[src/rtl/pipe_stage_hs.sv]
// rtl/pipe_stage_hs.sv - valid/ready pipeline stage register with optional 2-entry skid buffer
module pipe_stage_hs #(
  parameter int CTRL_W = 16,
  parameter int DATA_W = 64,
  parameter int SKID   = 1,
  parameter int CNT_W  = 16
) (
  input  logic              clk,
  input  logic              rst,
  input  logic              flush,
  input  logic              in_valid,
  output logic              in_ready,
  input  logic [CTRL_W-1:0] in_ctrl,
  input  logic [DATA_W-1:0] in_data,
  output logic              out_valid,
  input  logic              out_ready,
  output logic [CTRL_W-1:0] out_ctrl,
  output logic [DATA_W-1:0] out_data,
  output logic [1:0]        occupancy,
  output logic [CNT_W-1:0]  stall_cnt
);

  typedef enum logic [1:0] {EMPTY = 2'd0, ONE = 2'd1, FULL = 2'd2} state_t;

  state_t            state_q, state_d;
  logic [CTRL_W-1:0] m_ctrl_q, m_ctrl_d, s_ctrl_q, s_ctrl_d;
  logic [DATA_W-1:0] m_data_q, m_data_d, s_data_q, s_data_d;
  logic              in_ready_q, in_ready_d;
  logic [CNT_W-1:0]  stall_q, stall_d;
  logic              accept, emit;

  // The skid variant exposes only the registered ready; the single-register variant passes out_ready through.
  assign in_ready  = (SKID != 0) ? in_ready_q : ((state_q == EMPTY) || out_ready);
  assign out_valid = (state_q != EMPTY);
  assign out_ctrl  = out_valid ? m_ctrl_q : '0;
  assign out_data  = m_data_q;
  assign occupancy = state_q;
  assign stall_cnt = stall_q;

  always_comb begin
    accept   = in_valid && in_ready;
    emit     = out_valid && out_ready;
    state_d  = state_q;
    m_ctrl_d = m_ctrl_q;
    m_data_d = m_data_q;
    s_ctrl_d = s_ctrl_q;
    s_data_d = s_data_q;
    stall_d  = stall_q;
    case (state_q)
      EMPTY: begin
        if (accept) begin
          state_d  = ONE;
          m_ctrl_d = in_ctrl;
          m_data_d = in_data;
        end
      end
      ONE: begin
        if (accept && emit) begin
          m_ctrl_d = in_ctrl;
          m_data_d = in_data;
        end else if (accept) begin
          state_d  = FULL;
          s_ctrl_d = in_ctrl;
          s_data_d = in_data;
        end else if (emit) begin
          state_d  = EMPTY;
          m_ctrl_d = '0;
        end
      end
      FULL: begin
        if (emit) begin
          state_d  = ONE;
          m_ctrl_d = s_ctrl_q;
          m_data_d = s_data_q;
          s_ctrl_d = '0;
        end
      end
      default: state_d = EMPTY;
    endcase
    // Flush squashes everything, including an entry accepted this same cycle.
    if (flush) begin
      state_d  = EMPTY;
      m_ctrl_d = '0;
      s_ctrl_d = '0;
    end
    in_ready_d = (state_d != FULL);
    if (out_valid && !out_ready && !(&stall_q)) begin
      stall_d = stall_q + CNT_W'(1);
    end
  end

  always_ff @(posedge clk or negedge rst) begin
    if (!rst) begin
      state_q    <= EMPTY;
      m_ctrl_q   <= '0;
      m_data_q   <= '0;
      s_ctrl_q   <= '0;
      s_data_q   <= '0;
      in_ready_q <= 1'b1;
      stall_q    <= '0;
    end else begin
      state_q    <= state_d;
      m_ctrl_q   <= m_ctrl_d;
      m_data_q   <= m_data_d;
      s_ctrl_q   <= s_ctrl_d;
      s_data_q   <= s_data_d;
      in_ready_q <= in_ready_d;
      stall_q    <= stall_d;
    end
  end

endmodule

[config.mk]
export PLATFORM = sky130hd
export DESIGN_NAME = pipe_stage_hs
export DESIGN_NICKNAME = d
export VERILOG_FILES = /design/src/rtl/pipe_stage_hs.sv
export SDC_FILE = /design/constraint.sdc
export NUM_CORES = 1
export LEC_CHECK = 0
export ABC_AREA = 1
export BUFFER_PORTS_ARGS = -buffer_cell sky130_fd_sc_hd__buf_2
export CORE_MARGIN = 5
export CORE_UTILIZATION = 35
export CTS_BUF_LIST = sky130_fd_sc_hd__clkbuf_4
export DETAILED_ROUTE_END_ITERATION = 7
export GPL_TIMING_DRIVEN = 0
export PLACE_DENSITY_LB_ADDON = 0.1
export SLEW_MARGIN = 15
export SYNTH_ARGS = -nofsm -noshare
export SYNTH_HDL_FRONTEND = slang
export SYNTH_SLANG_ARGS = --single-unit
[constraint.sdc]
create_clock -name clk -period 4.5 [get_ports clk]
set_clock_uncertainty 0.2 [all_clocks]
set_input_delay 0.45 -clock clk [delete_from_list [all_inputs] [get_ports clk]]
set_output_delay 0.45 -clock clk [all_outputs]
set_load 0.01 [all_outputs]
# --- After elaboration in Yosys (flattened, before gate mapping) ---
# Cells that the tools add are included.
# Widths: inputs -> output; s select.
op_classes:
  n_eq_ne: 12
  addsub: 1
  muxes: 22
  bitwise_logic: 1
  n_reduce_logical: 17
op_table:
  columns: ["operator", "count"]
  rows:
  - ["$mux 64", 3]
  - ["$pmux 64 s3", 1]
  - ["$mux 16", 9]
  - ["$pmux 16 s3", 1]
  - ["$pmux 16 s2", 1]
  - ["$add 16x1->16 const B", 1]
  - ["$reduce_and 16->1", 1]
  - ["$mux 2", 6]
  - ["$ne 3x3->1 const B", 4]
  - ["$ne 2x2->1 const B", 4]
  - ["$ne 4x4->1 const B", 2]
  - ["$reduce_and 4->1", 2]
  - ["$pmux 2 s3", 1]
  - ["$reduce_bool 3->1", 2]
  - ["$logic_and 1x1->1", 5]
  - ["$reduce_and 5->1", 1]
  - ["$reduce_bool 4->1", 1]
  - ["$reduce_and 3->1", 1]
  - ["$eq 2x1->1 const B", 1]
  - ["$eq 2x2->1 const B", 1]
  - ["$logic_not 1->1", 2]
  - ["$logic_not 2->1", 1]
  - ["$reduce_bool 2->1", 1]
  - ["$not 1->1", 1]
word_totals:
  register_bits: 179
  output_inout_bits: 100

# --- Longest topological paths before layout ---
depth:
  word_depth: 8
  mapped_depth: 12
  depth_no_buf: 11

# --- Worst setup path before layout ---
# No wires, ideal clock.
synth_path:
  path_type: "register -> output"
  start: "register state_q[1], in the netlist occupancy[1]"
  end: "output port out_ctrl[10]"
  path_stages_with_launch: 6
  setup_slack_ps: 2514
  path_buffers: 2
  arrival_ps: 1336
  t_required_ps: 3850
  path_cell_list: "dfrtp_1 -> inv_1 -> ha_1 -> buf_2 -> buf_1 -> nor2_1"
synth_between:
  elab_chain_cells: 2
synth_rtl:
  columns: ["element", "line", "source"]
  rows:
  - ["start, declared", "25", "state_t state_q, state_d;"]
  - ["start signal, assigned", "102", "state_q <= state_d;"]
  - ["$reduce_bool 2->1", "34", "assign out_valid = (state_q != EMPTY);"]
  - ["$mux 16", "35", "assign out_ctrl = out_valid ? m_ctrl_q : '0;"]
  - ["end, declared", "17", "output logic [CTRL_W-1:0] out_ctrl,"]
# No other way between the ends.

# --- Worst setup path after layout ---
layout_path:
  start: "register state_q[0], in the netlist occupancy[0]"
  end: "output port out_ctrl[14]"
# The elaborated chain is that of the path after synthesis.

==> out/metrics.cfg <==
[cts]
clkTransAtPathRegs_ns=0.17
cts_tree=built
clk_path_buf_depth=2
clockRootBuffer=clkbuf_4
clock_sinks=179
htree_levels=4
clk_latency_ns=0.57
cts_resized=0
ctsHoldBuffers=81
numCtsBuffers=17
post_cts_buffers=0

[timing]
holdWs_ns=0.0700
worst_pin_slew_ns=0.692
min_period_over_period_pct=67.4
slew_headroom_pct=53.9
slew_violations=0
fmax_ghz=0.330
rsz0062_at_grt=no
finalSetupViolCount=0
period_minus_slack_ns=3.03
hold_viol=0

[finish]
final_area_sq_um=10900
area_growth_pct=29.1
nets=1307
drive_gt1_share_pct=28.9
fillCellCount=2403

[detailed_routing]
ant_nets=0
wl_met3_mm=1.12
wire_per_inst_microns=14.5
vias_per_cell=4.48
drt_iter0_markers=364
met1_length_mm=10.7
detail_route.first_pass.iterations=5
drc_errors=0
top_layer_used=met4
wl_met2_mm=10.5
vias=6968
totalWireLength_mm=22.6

[critical_path]
startpoint_type=register
crit_fanout=10
setup.worst_path.end_class=output port
worstPathArrival_ns=2.38
worstPathRequired_ns=3.85
critical_path_class=reg2out
rrSetupSlack_ns=2.23

[power]
netSwitchingFraction_pct=41.6
ir_worst_vdd_mv=0.195
p_seq_share_pct=41.4
internal_power_w=0.00375
power_density_nw_per_um2=588
power_w=0.00642
leakagePower_nw=5.55
p_switching_w=0.00267
comb_power_share_pct=44.1
p_clk_share_pct=14.5

[synth]
ys_ff_latch=179
synth_top_area_share_pct=52.6
synth_seq_area_share_pct=52.9
synthTopCellsByArea=dfrtp_1, nand2_1, o21ai_2, o21ai_0, mux2_2
ys_types=28
yosysTopAreaCell=dfrtp_1
syn_inst=932
synth_fp_nets=1022
synth_area_sq_um=8460
avgSynthCellArea_sq_um=9.08
yosys_warnings=0

[placement]
gp_congestion=0.793
placed_area_sq_um=9830
io_buffers=184
hpwl_mm=15.7

[grt]
grt_overflow=0
grt_max_degree=95
grt_pass1_wl_mm=36.2
antenna_found_initial=2
grt_pass1_vias=6952
grt_usage_pct=16.8

[run]
max_cap_violations=0

[floorplan]
die_h_microns=165
die_width_microns=165
dieArea_sq_um=27400
initial_core_util_pct=35.2
coreArea_sq_um=24000
rows=57
io_pins=185

[min_path]
min_path_type=in2reg

[status]
status=finished clean

-- cell type report --
cell class                      count  area, sq um  share of cell area [%]
Multi-Input combinational cell    632         3410                    31.2
Antenna cell                        2         5.00                  0.0458
Clock inverter                     14          149                    1.36
Sequential cell                   179         4480                    41.0
Tap cell                          324          405                    3.71
Buffer                             48          297                    2.71
Timing Repair Buffer              266         1770                    16.2
Inverter                           73          274                    2.51
Clock buffer                       18          135                    1.24
-- metal layers --
layer	vias to the layer above	GRT usage, %
met5	-	0
met4	0	4.01
met3	18	3.95
met2	151	27.1
met1	3237	23.2
li1	3562	-
-- critical path, cell delays in order, from the launching register on --
cell and delay, ns:
dfrtp_1 0.45, inv_1 0.13, ha_1 0.24, buf_2 0.24, buf_1 0.47, nor2_1 0.14, buf_2 0.17
-- power groups by stage --
stage	registers, W	clock network, W	logic (W)
2_1_floorplan	0.00279	0	0.00176
3_3_place_gp	0.00268	0	0.00282
3_5_place_dp	0.00270	0	0.00285
4_1_cts	0.00266	0.000984	0.00291
5_1_grt	0.00275	0.00104	0.00319
6_report	0.00266	0.000929	0.00284
-- registers in the layout, indices dropped and copies added, names as in the netlist --
register and cells:
occupancy 2, s_ctrl_q 16, stall_cnt 16, out_data 64
s_data_q 64, in_ready 1, m_ctrl_q 16
-- cell usage after synthesis (all sizes together) --
cell / number
nand2: 315
dfrtp: 178
o21ai: 145
inv: 73
nand3: 49
nor2: 39
buf: 37
mux2: 30
mux2i: 30
clkbuf: 11
xor2: 7
ha: 5
a21oi: 3
nand4: 3
nor3: 2
o211ai: 2
dfstp: 1
or2: 1
xnor2: 1
-- cells in the final DEF, fill, tap and decap left out, types with 2 or more instances in the layout --
cell	count
clkinv_4	4
buf_4	4
nand2_2	4
inv_8	2
inv_2	2
mux2i_1	30
diode_2	2
o21ai_0	78
dfrtp_1	178
nand3_1	49
mux2_2	30
buf_6	10
o21ai_1	6
o21ai_2	61
nor2_4	2
ha_1	5
nor2_1	37
clkinvlp_4	2
clkbuf_1	11
dlygate4sd3_1	81
o211ai_2	2
xor2_1	7
inv_6	3
clkbuf_4	18
nand2_1	311
a21oi_1	3
buf_1	2
buf_2	204
inv_1	71
nand4_1	3
-- worst paths after layout --
kind | cells after the start | end | start
max reg2reg | 8 | s_data_q[63] | occupancy[0]
min reg2reg | 2 | out_data[2] | out_data[2]
min in group asynchronous | 2 | s_ctrl_q[10] | rst
max | 6 | out_ctrl[14] | occupancy[0]
max in group asynchronous | 3 | out_data[59] | rst
min | 4 | m_ctrl_q[13] | flush
-- cell families (layout without fill, tap and decap cells) --
| group | Yosys count | count (layout) | synth area share (%) |
|---|---|---|---|
| buf+inv | 121 | 419 | 6.74 |
| compound gates | 150 | 150 | 11.8 |
| simple gates | 409 | 409 | 19.4 |
| xor+xnor | 8 | 8 | 0.828 |
| mux | 60 | 60 | 7.54 |
| other cells | 0 | 2 | 0 |
| flops | 179 | 179 | 52.9 |
| fa+ha+maj | 5 | 5 | 0.739 |
-- through the flow --
step | cells | TNS (ns) | setup WS (ns) | utilization (%)
floorplan | 932 | 0 | 2.51 | -
CTS | 1554 | 0 | 1.39 | 45.4
global placement | 1440 | -75.87 | -0.441 | 40.7
finish | 1556 | 0 | 1.47 | 45.5
detailed placement | 1441 | 0 | 2.07 | 40.9
global route | 1556 | 0 | 1.25 | 45.5
Power figures use the tool's default switching activity.
